<file path="config.mk">
export PLATFORM = sky130hd
export DESIGN_NAME = opb_status_snapshot_ctrl
export DESIGN_NICKNAME = d
export VERILOG_FILES = /design/src/rtl/opb_status_snapshot_pkg.sv /design/src/rtl/snapshot_timer.sv /design/src/rtl/opb_status_snapshot_ctrl.sv
export SDC_FILE = /design/constraint.sdc
export NUM_CORES = 1
export LEC_CHECK = 0
export ABC_CLOCK_PERIOD_IN_PS = 16620
export CORE_ASPECT_RATIO = 1.1
export CORE_MARGIN = 3
export CORE_UTILIZATION = 48
export CTS_BUF_LIST = sky130_fd_sc_hd__clkbuf_4 sky130_fd_sc_hd__clkbuf_8
export CTS_CLUSTER_SIZE = 28
export DETAILED_ROUTE_END_ITERATION = 12
export GPL_ROUTABILITY_DRIVEN = 0
export GPL_TIMING_DRIVEN = 1
export PLACE_DENSITY = 0.71
export SYNTH_ARGS = -nofsm -noshare
export SYNTH_HDL_FRONTEND = slang
export SYNTH_HIERARCHICAL = 1
export SYNTH_SLANG_ARGS = --single-unit
</file>
<file path="constraint.sdc">
create_clock -name OPB_Clk -period 16.62 [get_ports OPB_Clk]
set_input_delay 3.324 -clock OPB_Clk [delete_from_list [all_inputs] [get_ports OPB_Clk]]
set_output_delay 3.324 -clock OPB_Clk [all_outputs]
set_load 0.01 [all_outputs]
</file>
<file path="src/rtl/opb_status_snapshot_pkg.sv">
// Shared constants and types for the OPB status snapshot controller.
// Bit indices follow OPB big-endian numbering: bit 0 is the MSB, bit 31 the LSB.
package opb_status_snapshot_pkg;

  localparam logic [31:0] OffCtrl       = 32'h0000_0000;
  localparam logic [31:0] OffPeriod     = 32'h0000_0004;
  localparam logic [31:0] OffSnapCount  = 32'h0000_0008;
  localparam logic [31:0] OffShadowBase = 32'h0000_0010;

  localparam int unsigned CtrlSnapBit   = 31;
  localparam int unsigned CtrlAutoEnBit = 30;
  // Byte lane (OPB_BE index) that carries both CTRL bits.
  localparam int unsigned CtrlByte      = 3;

  typedef enum logic [1:0] {StIdle, StAck, StGap} state_e;

endpackage

</file>
<file path="src/rtl/snapshot_timer.sv">
// Periodic down-counter that fires once every period_i cycles while active.
// A reload restarts the count from period_i; going inactive clears it.
module snapshot_timer (
  input  logic        clk_i,
  input  logic        rst_i,
  input  logic        active_i,
  input  logic        reload_i,
  input  logic [31:0] period_i,
  output logic        fire_o
);

  logic [31:0] cnt_q, cnt_d;

  always_comb begin
    cnt_d = cnt_q;
    if (reload_i) begin
      cnt_d = period_i;
    end else if (!active_i) begin
      cnt_d = '0;
    end else if (cnt_q <= 32'd1) begin
      cnt_d = period_i;
    end else begin
      cnt_d = cnt_q - 32'd1;
    end
  end

  // Firing on a count of 1 and reloading gives exactly period_i cycles between fires.
  assign fire_o = active_i && (cnt_q == 32'd1);

  always_ff @(posedge clk_i or posedge rst_i) begin
    if (rst_i) begin
      cnt_q <= '0;
    end else begin
      cnt_q <= cnt_d;
    end
  end

endmodule

</file>
<file path="src/rtl/opb_status_snapshot_ctrl.sv">
// OPB slave that captures all status words into shadow registers in one cycle, so software
// reads a coherent multi-word view. Snapshots come from CTRL.SNAP or a periodic timer.
module opb_status_snapshot_ctrl
  import opb_status_snapshot_pkg::*;
#(
  parameter logic [31:0] C_BASEADDR   = 32'h0106_1000,
  parameter logic [31:0] C_HIGHADDR   = 32'h0106_10FF,
  parameter int unsigned C_OPB_AWIDTH = 32,
  parameter int unsigned C_OPB_DWIDTH = 32,
  parameter int unsigned N_WORDS      = 8
) (
  input  logic                    OPB_Clk,
  input  logic                    OPB_Rst,
  input  logic [0:C_OPB_AWIDTH-1] OPB_ABus,
  input  logic [0:3]              OPB_BE,
  input  logic [0:C_OPB_DWIDTH-1] OPB_DBus,
  input  logic                    OPB_RNW,
  input  logic                    OPB_select,
  input  logic                    OPB_seqAddr,
  output logic [0:C_OPB_DWIDTH-1] Sl_DBus,
  output logic                    Sl_xferAck,
  output logic                    Sl_errAck,
  output logic                    Sl_retry,
  output logic                    Sl_toutSup,
  input  logic [N_WORDS*32-1:0]   status_in,
  output logic                    snap_pulse
);

  state_e      state_q, state_d;
  logic        hit;
  logic [31:0] off_live, off_q;
  logic        rnw_q;
  logic [0:3]  be_q;
  logic [0:31] wdata_q;
  logic [0:31] rd_data, rdata_q;
  logic        auto_en_q, auto_en_d;
  logic [31:0] period_q, period_d;
  logic [31:0] snap_count_q, snap_count_d;
  logic [31:0] shadow_q [N_WORDS];
  logic        wr_ack, ctrl_wr, period_wr, manual_snap;
  logic        timer_active, timer_fire;
  logic        unused_ok;

  assign unused_ok = OPB_seqAddr;

  assign hit      = OPB_select && (OPB_ABus >= C_BASEADDR) && (OPB_ABus <= C_HIGHADDR);
  // Byte-within-word address bits are dropped, so every access is word aligned.
  assign off_live = {OPB_ABus[0:C_OPB_AWIDTH-3], 2'b00} - C_BASEADDR;

  always_comb begin
    rd_data = '0;
    if (off_live == OffCtrl) begin
      rd_data[CtrlAutoEnBit] = auto_en_q;
    end else if (off_live == OffPeriod) begin
      rd_data = period_q;
    end else if (off_live == OffSnapCount) begin
      rd_data = snap_count_q;
    end else begin
      for (int unsigned i = 0; i < N_WORDS; i++) begin
        if (off_live == OffShadowBase + 32'(4 * i)) rd_data = shadow_q[i];
      end
    end
  end

  always_comb begin
    state_d = state_q;
    unique case (state_q)
      StIdle:  if (hit) state_d = StAck;
      StAck:   state_d = StGap;
      StGap:   state_d = StIdle;
      default: state_d = StIdle;
    endcase
  end

  // Read data is frozen on the hit edge, so a snapshot landing on that edge stays invisible.
  always_ff @(posedge OPB_Clk or posedge OPB_Rst) begin
    if (OPB_Rst) begin
      off_q   <= '0;
      rnw_q   <= 1'b0;
      be_q    <= '0;
      wdata_q <= '0;
      rdata_q <= '0;
    end else if ((state_q == StIdle) && hit) begin
      off_q   <= off_live;
      rnw_q   <= OPB_RNW;
      be_q    <= OPB_BE;
      wdata_q <= OPB_DBus;
      rdata_q <= OPB_RNW ? rd_data : '0;
    end
  end

  assign wr_ack      = (state_q == StAck) && !rnw_q;
  assign ctrl_wr     = wr_ack && (off_q == OffCtrl);
  assign period_wr   = wr_ack && (off_q == OffPeriod);
  assign manual_snap = ctrl_wr && be_q[CtrlByte] && wdata_q[CtrlSnapBit];

  always_comb begin
    auto_en_d = auto_en_q;
    period_d  = period_q;
    if (ctrl_wr && be_q[CtrlByte]) auto_en_d = wdata_q[CtrlAutoEnBit];
    if (period_wr) begin
      for (int unsigned b = 0; b < 4; b++) begin
        if (be_q[b]) period_d[31-8*b -: 8] = wdata_q[8*b +: 8];
      end
    end
  end

  assign timer_active = auto_en_q && (period_q != '0);

  snapshot_timer u_timer (
    .clk_i    (OPB_Clk),
    .rst_i    (OPB_Rst),
    .active_i (timer_active),
    .reload_i (ctrl_wr || period_wr),
    .period_i (period_d),
    .fire_o   (timer_fire)
  );

  // Coincident manual and timer triggers merge into a single snapshot.
  assign snap_pulse   = manual_snap || timer_fire;
  assign snap_count_d = snap_pulse ? snap_count_q + 32'd1 : snap_count_q;

  always_ff @(posedge OPB_Clk or posedge OPB_Rst) begin
    if (OPB_Rst) begin
      state_q      <= StIdle;
      auto_en_q    <= 1'b0;
      period_q     <= '0;
      snap_count_q <= '0;
      for (int unsigned i = 0; i < N_WORDS; i++) shadow_q[i] <= '0;
    end else begin
      state_q      <= state_d;
      auto_en_q    <= auto_en_d;
      period_q     <= period_d;
      snap_count_q <= snap_count_d;
      if (snap_pulse) begin
        for (int unsigned i = 0; i < N_WORDS; i++) shadow_q[i] <= status_in[32*i +: 32];
      end
    end
  end

  assign Sl_xferAck = (state_q == StAck);
  assign Sl_DBus    = Sl_xferAck ? rdata_q : '0;
  assign Sl_errAck  = 1'b0;
  assign Sl_retry   = 1'b0;
  assign Sl_toutSup = 1'b0;

endmodule

</file>
# [Word level (Yosys, flattened, before mapping)]
# Index checks and enable logic that the tools add are counted.
[word_totals] register_bits=456 inputBits=329 elab_cells=80
[op_classes] addsub=3 n_lt_le_gt_ge=3 n_eq_ne=14 mux=25 reduce_logical=17
[op_table] operator="$mux 32" n=16
[op_table] operator="$eq 32x5->1 const B" n=4
[op_table] operator="$eq 32x6->1 const B" n=4
[op_table] operator="$eq 32x3->1 const B" n=2
[op_table] operator="$logic_not 32->1" n=2
[op_table] operator="$add 32x1->32 const B" n=1
[op_table] operator="$eq 32x1->1 const B" n=1
[op_table] operator="$eq 32x4->1 const B" n=1
[op_table] operator="$ge 32x25->1 const B" n=1
[op_table] operator="$le 32x1->1 const B" n=1
[op_table] operator="$le 32x25->1 const B" n=1
[op_table] operator="$mux 8" n=4
[op_table] operator="$reduce_bool 32->1" n=1
[op_table] operator="$sub 32x1->32 const B" n=1
[op_table] operator="$sub 32x25->32 const B" n=1
[op_table] operator="$mux 30" n=1
[op_table] operator="$logic_and 1x1->1" n=10
[op_table] operator="$pmux 2 s2" n=1
[op_table] operator="$eq 2x1->1 const B" n=1
[op_table] operator="$logic_not 2->1" n=1
[op_table] operator="$logic_or 1x1->1" n=2
[op_table] operator="$mux 1" n=2
[op_table] operator="$mux 2" n=1
[op_table] operator="$ne 2x2->1 const B" n=1
[op_table] operator="$logic_not 1->1" n=1

# [Logic depth before layout (Yosys ltp)]
[logic_depth] depth_word=14 mapped_depth=14 depth_no_buf=12

# [By module]
# The synthesis kept the hierarchy.
[modules_own_cells] mod="opb_status_snapshot_ctrl" instances=1 cells_each=1680 area_per_inst_um2=19947.9 seq_area_each_um2=10560.1
[modules_own_cells] mod="snapshot_timer" instances=1 cells_each=173 area_per_inst_um2=2089.5 seq_area_each_um2=800.8

# [Worst setup path before layout]
# OpenSTA, ideal clock, no wires.
[synth_timing] path_type="input to register" from="input port OPB_ABus[18] in the netlist's numbering" to="register rdata_q[27] in the netlist's numbering" setup_time_ps=135 t_arrival_ps=5923 required_time_ps=16485 setup_slack_ps=10562 stages=13 n_path_buf=3 cell_sequence="inv_1 -> ha_1 -> or4b_1 -> buf_2 -> a21oi_2 -> o21ai_1 -> a2111o_1 -> buf_4 -> nand4bb_4 -> buf_2 -> or3_1 -> a22oi_1 -> o31ai_1"
[synth_between] elab_chain_len=14
[synth_lines] element="from (decl)" line_no="opb_status_snapshot_ctrl.sv:14" text="input logic [0:C_OPB_AWIDTH-1] OPB_ABus,"
[synth_lines] element="$sub 32x25->32" line_no="opb_status_snapshot_ctrl.sv:48" text="assign off_live = {OPB_ABus[0:C_OPB_AWIDTH-3], 2'b00} - C_BASEADDR;"
[synth_lines] element="$eq 32x5->1" line_no="opb_status_snapshot_ctrl.sv:60" text="if (off_live == OffShadowBase + 32'(4 * i)) rd_data = shadow_q[i];"
[synth_lines] element="$mux 32 (8 in series)" line_no="opb_status_snapshot_ctrl.sv:60"
[synth_lines] element="$mux 32" line_no="opb_status_snapshot_ctrl.sv:56" text="end else if (off_live == OffSnapCount) begin"
[synth_lines] element="$mux 32" line_no="opb_status_snapshot_ctrl.sv:54" text="end else if (off_live == OffPeriod) begin"
[synth_lines] element="$mux 30" line_no="opb_status_snapshot_ctrl.sv:52" text="if (off_live == OffCtrl) begin"
[synth_lines] element="$mux 32" line_no="opb_status_snapshot_ctrl.sv:88" text="rdata_q <= OPB_RNW ? rd_data : '0;"
[synth_lines] element="to (signal assigned)" line_no="opb_status_snapshot_ctrl.sv:88"
[synth_lines] element="to (decl)" line_no="opb_status_snapshot_ctrl.sv:35" text="logic [0:31] rd_data, rdata_q;"
# Several ways; a longest one is shown, not always the timed one.
# A chain may end at the register's enable or synchronous reset.

# [Final worst setup path]
[layout_timing] from="input port OPB_ABus[26] in the netlist's numbering" to="register rdata_q[7] in the netlist's numbering"
# The elaborated chain is that of the path after synthesis.

==> impl_metrics.json <==
{
  "required_ns": 17.17,
  "synth_top_area_share": 0.516,
  "clk_pin_slew_ns": 0.06,
  "status": "finished clean",
  "tritoncts": "done",
  "final_layout_size_suffix_gt1_frac": 0.245,
  "dieHeight_um": 231,
  "irDropWorstVdd_uv": 76.8,
  "antenna_found_initial": 17,
  "synth_top_area_cell": "dfrtp_1",
  "critPathMostFrequentCell": "buf_4",
  "start_util": 0.491,
  "setup_viol": 0,
  "die-width_um": 210,
  "synth_ff_type": "dfrtp_1",
  "yosys-top-cells-area": "dfrtp_1, mux2_2, mux4_2, nand2_1, o2bb2ai_2",
  "vias": 16600,
  "tns_ns": 0,
  "synthArstFlopShare": 1.00,
  "grt_max_degree": 136,
  "ys_ff_latch": 454,
  "io_buffer_count": 361,
  "critPathCaptureType": "flop",
  "synthTopCellsByCount": "dfrtp_1, mux2_2, nand2_1",
  "cp_cell_sequence": "clkdlybuf4s50_1 -> nor4_1 -> nand2_1 -> a31o_2 -> a221o_2 -> buf_4 -> inv_2 -> buf_4 -> nand2_1 -> buf_4 -> a31o_1 -> a221o_1 -> o211ai_1",
  "dp_hpwl_mm": 49.3,
  "rsz0062_at_grt": "no",
  "cts_resized": 0,
  "maxCapViolCount": 0,
  "io_pins": 366,
  "multiInputGateArea_um2": 10100,
  "max_freq_mhz": 128,
  "final_antenna_net_count": 0,
  "dp_cells": 2699,
  "synth-edff-count": 0,
  "firstDrtPassIters": 5,
  "yosysSeqAreaShare": 0.516,
  "powerDensity_nw_per_um2": 82.8,
  "relSlewSlack": 0.134,
  "cp_slowest_cell": "nor4_1",
  "grt_pass1_wl_mm": 103,
  "regArea_um2": 11400,
  "n_fill_cell": 3615,
  "path_max_fanout": 87,
  "clock_latency_ns": 0.65,
  "clock_skew_ns": 0.0363,
  "power.leakage_nw": 12.9,
  "cts_buffers": 76,
  "htree_levels": 3,
  "syn_area_um2": 22000,
  "rows": 81,
  "die_area_um2": 48500,
  "nNetsFinal": 2530,
  "grt_util_all_layers": 0.276,
  "remaining_drc_errors": 0,
  "cts_setup_buffers": 0,
  "timing.final.crit_share": 0.470,
  "postSynthCellCount": 1853,
  "fp.coreArea_um2": 44900,
  "cts-root-buf": "clkbuf_8",
  "start_kind": "primary input",
  "cp.arrival_ns": 8.36,
  "fin_crit_ns": 7.82,
  "finalNonFillerCells": 2831,
  "yosys_warnings": 6,
  "hold_viol": 0,
  "areaGrowthSynthToFinish_pct": 25.4,
  "drt_iter0_markers": 1327,
  "wl_per_cell_um": 23.6,
  "synth.most_common_cell": "dfrtp_1",
  "tightest_slew_ns": 1.29,
  "cts_buffer_depth": 3,
  "grt-ovfl-total": 0,
  "drt-vias-per-instance": 5.86,
  "crit_type": "primary input to flop",
  "worst_hold_path_type": "flop to flop",
  "grt_pass1_vias": 17300,
  "finalMaxSlewViolations": 0,
  "critPathMaxStageDelay_ns": 0.89,
  "avgSynthCellArea_um2": 11.9,
  "ys_types": 85,
  "routed_wl_mm": 66.9,
  "clock_sinks": 454,
  "postCtsHoldBufs": 0
}
==> report_power, final <==
part           internal, mW  leakage (nW)  switching, mW  total (mW)
sequential             1.11          6.33   0.0000000250        1.11
clock                 0.578         0.839          0.449        1.03
combinational        0.0822          5.71         0.0728       0.155
total                  1.77          12.9          0.522        2.29
==> path summary, 6_finish.rpt <==
check / start / to / slack [ns] / cells after the start
worst max-delay path: OPB_ABus[26] / rdata_q[7]$_DFFE_PP0P_ / 8.80 / 13
worst min-delay path: wdata_q[12]$_DFFE_PP0P_ / wdata_q[12]$_DFFE_PP0P_ / 0.47 / 2
worst max register to register: u_timer/cnt_q[24]$_DFF_PP0_ / shadow_q[139]$_DFFE_PP0P_ / 11.77 / 10
worst min register to register: wdata_q[12]$_DFFE_PP0P_ / wdata_q[12]$_DFFE_PP0P_ / 0.47 / 2
max in group asynchronous: OPB_Rst / shadow_q[208]$_DFFE_PP0P_ / 11.66 / 3
min in group asynchronous: OPB_Rst / u_timer/cnt_q[20]$_DFF_PP0_ / 3.25 / 3
==> layout make-up <==
cell class	instances	area share
diodes	4	0.000362
clock buffers	122	0.0553
clock inverters	6	0.00122
inverters	21	0.00312
multi-input cells	1261	0.366
flip-flops and latches	454	0.411
well taps	581	0.0263
repair buffers	382	0.137
==> layer usage <==
layer	track usage	part of all wire
met1	0.344	0.39
met2	0.451	0.49
met3	0.0871	0.090
met4	0.106	0.035
met5	0	0.0023
==> flip-flops by register name, summed over array words and instances, names as in the netlist <==
register / cells
shadow_q: 256
period_q: 32
rdata_q: 32
snap_count_q: 32
u_timer/cnt_q: 32
wdata_q: 32
off_q: 30
be_q: 4
state_q: 2
auto_en_q: 1
rnw_q: 1
==> through the flow <==
step | power [mW] | utilization | hold slack [ns] | area (um2) | setup slack [ns]
after floorplan | 1.18 | - | 0.440 | 22000 | 1.55
after global placement | 1.28 | 0.580 | 0.462 | 26100 | 8.25
after detailed placement | 1.28 | 0.580 | 0.460 | 26100 | 8.18
after CTS | 2.31 | 0.615 | 0.475 | 27600 | 8.87
after global routing | 2.38 | 0.615 | 0.496 | 27600 | 8.55
final | 2.29 | 0.615 | 0.475 | 27600 | 8.80
==> layout by cell type, fill, tap and decap left out, drive strengths merged, types with 41 or more instances in the layout <==
| master | n |
|---|---|
| nand2 | 232 |
| mux4 | 42 |
| nand3 | 44 |
| xnor2 | 41 |
| dfrtp | 454 |
| nor2 | 84 |
| clkdlybuf4s50 | 359 |
| and2 | 41 |
| clkbuf | 122 |
| mux2 | 289 |
| o21ai | 63 |
==> cells by family after synthesis <==
logic type | Yosys count | share of synthesized area
fa+ha+maj | 5 | 0.00284
mux | 352 | 0.200
xor+xnor | 60 | 0.0238
buf+inv | 140 | 0.0280
other cells | 1 | 0.000170
simple gates | 559 | 0.127
flops | 454 | 0.516
compound gates | 282 | 0.102
==> critical path, delay by kind of cell <==
| family | cells | cell delay (ns) |
|---|---|---|
| buffers and inverters | 5 | 2.14 |
| and+or+nand+nor | 3 | 1.22 |
| AOI/OAI and AO/OA | 5 | 1.62 |
Power figures use the tool's default switching activity.
